### src/rtl/pa_arbiter_ctrl.sv
// Round-robin arbiter that shares one registered ripple adder slice among NREQ requesters.
// Optional subtract mode (A-B via ~B and carry-in 1) is enabled by defining PA_ARB_SUB_EN.
module pa_arbiter_ctrl #(
   parameter int NREQ = 2,
   parameter int W    = 4,
   parameter int LAT  = 4,
   parameter int IDW  = 1
) (
   input  logic              clk,
   input  logic              reset,
   input  logic [NREQ-1:0]   req_valid,
   output logic [NREQ-1:0]   req_ready,
   input  logic [NREQ*W-1:0] req_a,
   input  logic [NREQ*W-1:0] req_b,
   input  logic [NREQ-1:0]   req_cin,
`ifdef PA_ARB_SUB_EN
   input  logic [NREQ-1:0]   req_sub,
   output logic              rsp_sub,
`endif
   output logic [W-1:0]      add_a,
   output logic [W-1:0]      add_b,
   output logic              add_cin,
   output logic              add_reset,
   input  logic [W-1:0]      add_sum,
   input  logic              add_carry,
   output logic              rsp_valid,
   input  logic              rsp_ready,
   output logic [IDW-1:0]    rsp_id,
   output logic [W-1:0]      rsp_sum,
   output logic              rsp_carry,
   output logic              busy
);

   localparam int CW = ($clog2(LAT) > 0) ? $clog2(LAT) : 1;
   localparam logic [CW-1:0] CNT_LAST = CW'(LAT - 1);

   typedef enum logic [1:0] {
      IDLE = 2'd0,
      RUN  = 2'd1,
      RESP = 2'd2
   } state_t;

   state_t         state;
   logic [CW-1:0]  cnt;
   logic [IDW-1:0] rr_ptr;
   logic [IDW-1:0] gnt_idx;
   logic           gnt_any;
   logic [IDW:0]   scan;
   logic [IDW-1:0] idx;
   logic [W-1:0]   gnt_a;
   logic [W-1:0]   gnt_b;
   logic           gnt_cin;
   logic [IDW-1:0] rr_next;

   // Search upward from rr_ptr with wrap; only IDLE can grant, so the grant is also the handshake.
   always_comb begin
      req_ready = '0;
      gnt_idx   = '0;
      gnt_any   = 1'b0;
      scan      = '0;
      idx       = '0;
      if (state == IDLE) begin
         for (int i = 0; i < NREQ; i++) begin
            scan = {1'b0, rr_ptr} + (IDW+1)'(i);
            if (scan >= (IDW+1)'(NREQ))
               scan = scan - (IDW+1)'(NREQ);
            idx = scan[IDW-1:0];
            if (!gnt_any && req_valid[idx]) begin
               gnt_any        = 1'b1;
               gnt_idx        = idx;
               req_ready[idx] = 1'b1;
            end
         end
      end
   end

   always_comb begin
      gnt_a   = req_a[int'(gnt_idx)*W +: W];
      gnt_b   = req_b[int'(gnt_idx)*W +: W];
      gnt_cin = req_cin[gnt_idx];
`ifdef PA_ARB_SUB_EN
      if (req_sub[gnt_idx]) begin
         gnt_b   = ~req_b[int'(gnt_idx)*W +: W];
         gnt_cin = 1'b1;
      end
`endif
      rr_next = (gnt_idx == IDW'(NREQ - 1)) ? '0 : gnt_idx + 1'b1;
   end

   // add_reset stays high in IDLE so the adder is cleared on the very edge that latches operands.
   always_ff @(posedge clk or negedge reset) begin
      if (!reset) begin
         state     <= IDLE;
         cnt       <= '0;
         rr_ptr    <= '0;
         add_a     <= '0;
         add_b     <= '0;
         add_cin   <= 1'b0;
         add_reset <= 1'b1;
         rsp_valid <= 1'b0;
         rsp_id    <= '0;
         rsp_sum   <= '0;
         rsp_carry <= 1'b0;
         busy      <= 1'b0;
`ifdef PA_ARB_SUB_EN
         rsp_sub   <= 1'b0;
`endif
      end else begin
         case (state)
            IDLE: begin
               if (gnt_any) begin
                  add_a     <= gnt_a;
                  add_b     <= gnt_b;
                  add_cin   <= gnt_cin;
                  rsp_id    <= gnt_idx;
                  rr_ptr    <= rr_next;
                  cnt       <= '0;
                  add_reset <= 1'b0;
                  busy      <= 1'b1;
`ifdef PA_ARB_SUB_EN
                  rsp_sub   <= req_sub[gnt_idx];
`endif
                  state     <= RUN;
               end
            end
            RUN: begin
               cnt <= cnt + 1'b1;
               if (cnt == CNT_LAST) begin
                  rsp_sum   <= add_sum;
                  rsp_carry <= add_carry;
                  rsp_valid <= 1'b1;
                  state     <= RESP;
               end
            end
            RESP: begin
               if (rsp_ready) begin
                  rsp_valid <= 1'b0;
                  add_reset <= 1'b1;
                  busy      <= 1'b0;
                  state     <= IDLE;
               end
            end
            default: begin
               state <= IDLE;
            end
         endcase
      end
   end

endmodule

### config.mk
export PLATFORM = sky130hd
export DESIGN_NAME = pa_arbiter_ctrl
export DESIGN_NICKNAME = d
export VERILOG_FILES = /design/src/rtl/pa_arbiter_ctrl.sv
export SDC_FILE = /design/constraint.sdc
export NUM_CORES = 1
export LEC_CHECK = 0
export BUFFER_PORTS_ARGS = -buffer_cell sky130_fd_sc_hd__buf_2
export CAP_MARGIN = 15
export CORE_MARGIN = 2
export CORE_UTILIZATION = 50
export CTS_BUF_LIST = sky130_fd_sc_hd__clkbuf_4 sky130_fd_sc_hd__clkbuf_8
export DETAILED_ROUTE_END_ITERATION = 10
export GPL_ROUTABILITY_DRIVEN = 0
export PLACE_DENSITY = 0.95
export SYNTH_ARGS = -nofsm -noshare
export SYNTH_HDL_FRONTEND = slang
export SYNTH_SLANG_ARGS = --single-unit
### constraint.sdc
create_clock -name clk -period 3.5 [get_ports clk]
set_clock_uncertainty 0.15 [all_clocks]
set_input_delay 0 -clock clk [delete_from_list [all_inputs] [get_ports clk]]
set_output_delay 0 -clock clk [all_outputs]
set_load 0.005 [all_outputs]
==> out/summary.txt <==
Status - finished clean
VDD IR-drop max - 486 uV
FF-to-FF End - add_b[3]$_DFFE_PN0P_
Number of port buffers - 47
Worst-margin pin slew - 0.766 ns
Max-slew violation count - 0
Starting DRT DRC Count - 17
# resized after CTS - 0
Htree depth - 1
Syn Inst Count - 99
Synth cell types - 24
Hold Vio Cnt, Final - 0
Final net count - 204
Hold buffer count at CTS - 27
Final min period - 2.15 ns
Final core utilization - 80.8%
Remaining global-route overflow - 0
Commonest non-fill, non-tap cell in the layout - buf_2
Detailed Routing Iterations Pass 1 - 4
Worst Hold Class - primary input to asynchronous set/reset pin
Arr. time, crit path - 2.24 ns
Setup crit end kind - flop
Max-slew headroom at the worst pin - 48.7%
Drt total wl - 2620 um
Layout cells sized above 1 - 34.5%
CTS tree - built
Chip width - 49.2 um
CTS clock-pin slew for the worst setup and hold paths - 0.12 ns
Mapped Nets - 128
CTS Sinks - 23
RSZ-0062 raised after global routing - no
Synth Cell Area - 1020 um2
Clock root cell - clkbuf_4
Syn-to-layout area delta - 53.5%
Tot GR Track Use - 23.2%
Via count - 983
Syn_area_per_cell - 10.3 um2
Most frequent cells in the layout - 47 x buf_2, 27 x dlygate4sd3_1, 22 x dfrtp_1
Met2 Use GR - 44.4%
Die height - 49.2 um
Slowest Stage Delay on Critical Path - 0.60 ns
HPWL after detailed placement - 1650 um
Largest cells by area after synthesis - dfrtp_1 54%, inv_1 7.7%, o221ai_1 7.7%
IO Pins - 48
Register area - 577 um2
Clock Latency Late Sink - 0.30 ns
Setup CP Type - flop to flop
Reg-to-Reg Start - state[0]$_DFFE_PN0P_
First-pass GRT wire length - 4370 um
Core area - 1940 um2
Final setup viols - 0
Die area - 2420 um2
Met3 Usage GRT - 3.37%
YS warnings - 0
Largest net degree at the start of global routing - 24
Diode count - 0
Setup tns final - 0 ns
DR WL/cell - 13.0 um
R2R Setup Slk - 1.35 ns
Dominant cell type by area after synthesis - dfrtp_1
DRC - 0
# fillers - 118
CTS Buf Count - 3
Max-Cap Viols - 0
Initial antenna violation count - 0
Fmax - 465 MHz
Worst-path maximum fanout - 12
Final period utilization - 61.4%
Synthesized flop and latch total - 23
Clock Tree Buf Depth - 2
Vias in the first global route - 1,013
Via density - 4.89
Met1 GRT Util - 27.9%
Post-CTS setup buffer count - 0
Slowest CP cell - dlygate4sd3_1
Post-synth top area share - 53.9%
Critical path cell sequence - nor2_2 -> nand3_1 -> o221ai_1 -> dlygate4sd3_1
Crit start category - flop
Detail Route Antenna Nets - 0
Worst r2r path cells - 4
Power per standard cell area - 724 nW/um2
Static leakage - 0.000827 uW
Sequential area share after synthesis - 56.4%
Footprint of the multi-input gates - 343 um2
Starting Density - 52.6%
Critical Path RT - 3.59 ns
Row count - 16
Gr busiest metal - met2
[logic make-up after synthesis]
kind of cell             Yosys count  share of synthesized area [%]
AND/OR/NAND/NOR                   14                           7.10
multiplexers                       5                           5.51
AO/OA/AOI/OAI                     31                           19.7
flip-flops                        23                           56.4
adder cells (fa/ha/maj)            1                           1.22
buffers and inverters             25                           10.0
[power breakdown]
group	internal (uW)	total (uW)	switching, uW
combinational	310	548	238
sequential	395	474	79.0
clock	42.5	115	72.3
[worst max-delay path, delay by kind of cell (launching register included)]
kind / cells / cell delay [ns]
buffers and inverters: 1 / 0.60
AND/OR/NAND/NOR: 2 / 0.54
flip-flops: 1 / 0.48
AO/OA/AOI/OAI: 1 / 0.32
[worst max path at each step]
stage	start	endpoint	slack, ns
floorplan	cnt[0]$_DFFE_PN0P_	rsp_carry$_DFFE_PN0P_	2.11
global placement	state[0]$_DFFE_PN0P_	add_a[1]$_DFFE_PN0P_	2.00
detailed placement	state[0]$_DFFE_PN0P_	add_b[3]$_DFFE_PN0P_	1.92
CTS	state[0]$_DFFE_PN0P_	add_b[3]$_DFFE_PN0P_	1.37
global route	state[0]$_DFFE_PN0P_	add_b[3]$_DFFE_PN0P_	1.20
finish	state[0]$_DFFE_PN0P_	add_b[3]$_DFFE_PN0P_	1.35
[cell type report]
class | instances | area share (%)
multi-input cells | 51 | 21.9
clock inverters | 1 | 0.319
flip-flops and latches | 23 | 36.8
clock buffers | 3 | 1.44
repair buffers | 74 | 32.2
inverters | 22 | 5.26
well taps | 27 | 2.15
[synth_stat cells (all sizes together)]
master,n
dfrtp,22
inv,22
o21ai,15
o221ai,9
mux2,5
nand2,4
nor2,4
nand3,3
a21oi,2
buf,2
o211ai,2
o21a,2
clkbuf,1
dfstp,1
ha,1
nand2b,1
o31ai,1
or2,1
or2b,1
[registers in the layout, indices dropped and copies added, names as in the netlist, 2 cells and up]
signal,cells
add_a,4
add_b,4
rsp_sum,4
cnt,2
state,2
[per-layer routing]
metal / wire length, um / part of all wire, %
met3: 178 / 6.8
met4: 0 / 0
met1: 1120 / 43
met2: 1320 / 50
met5: 0 / 0
[stage by stage]
step	instance area, um2	setup WS (ns)	power (uW)	hold slack [ns]	instances
after floorplan	1020	2.11	735	-0.446	99
after global placement	1270	2.00	874	-0.167	170
after detailed placement	1270	1.92	902	-0.155	170
after CTS	1570	1.37	1130	0.0414	201
after global routing	1570	1.20	1240	0.0845	201
final	1570	1.35	1140	0.0571	201
Note: power is estimated with default switching activity, not from simulation.
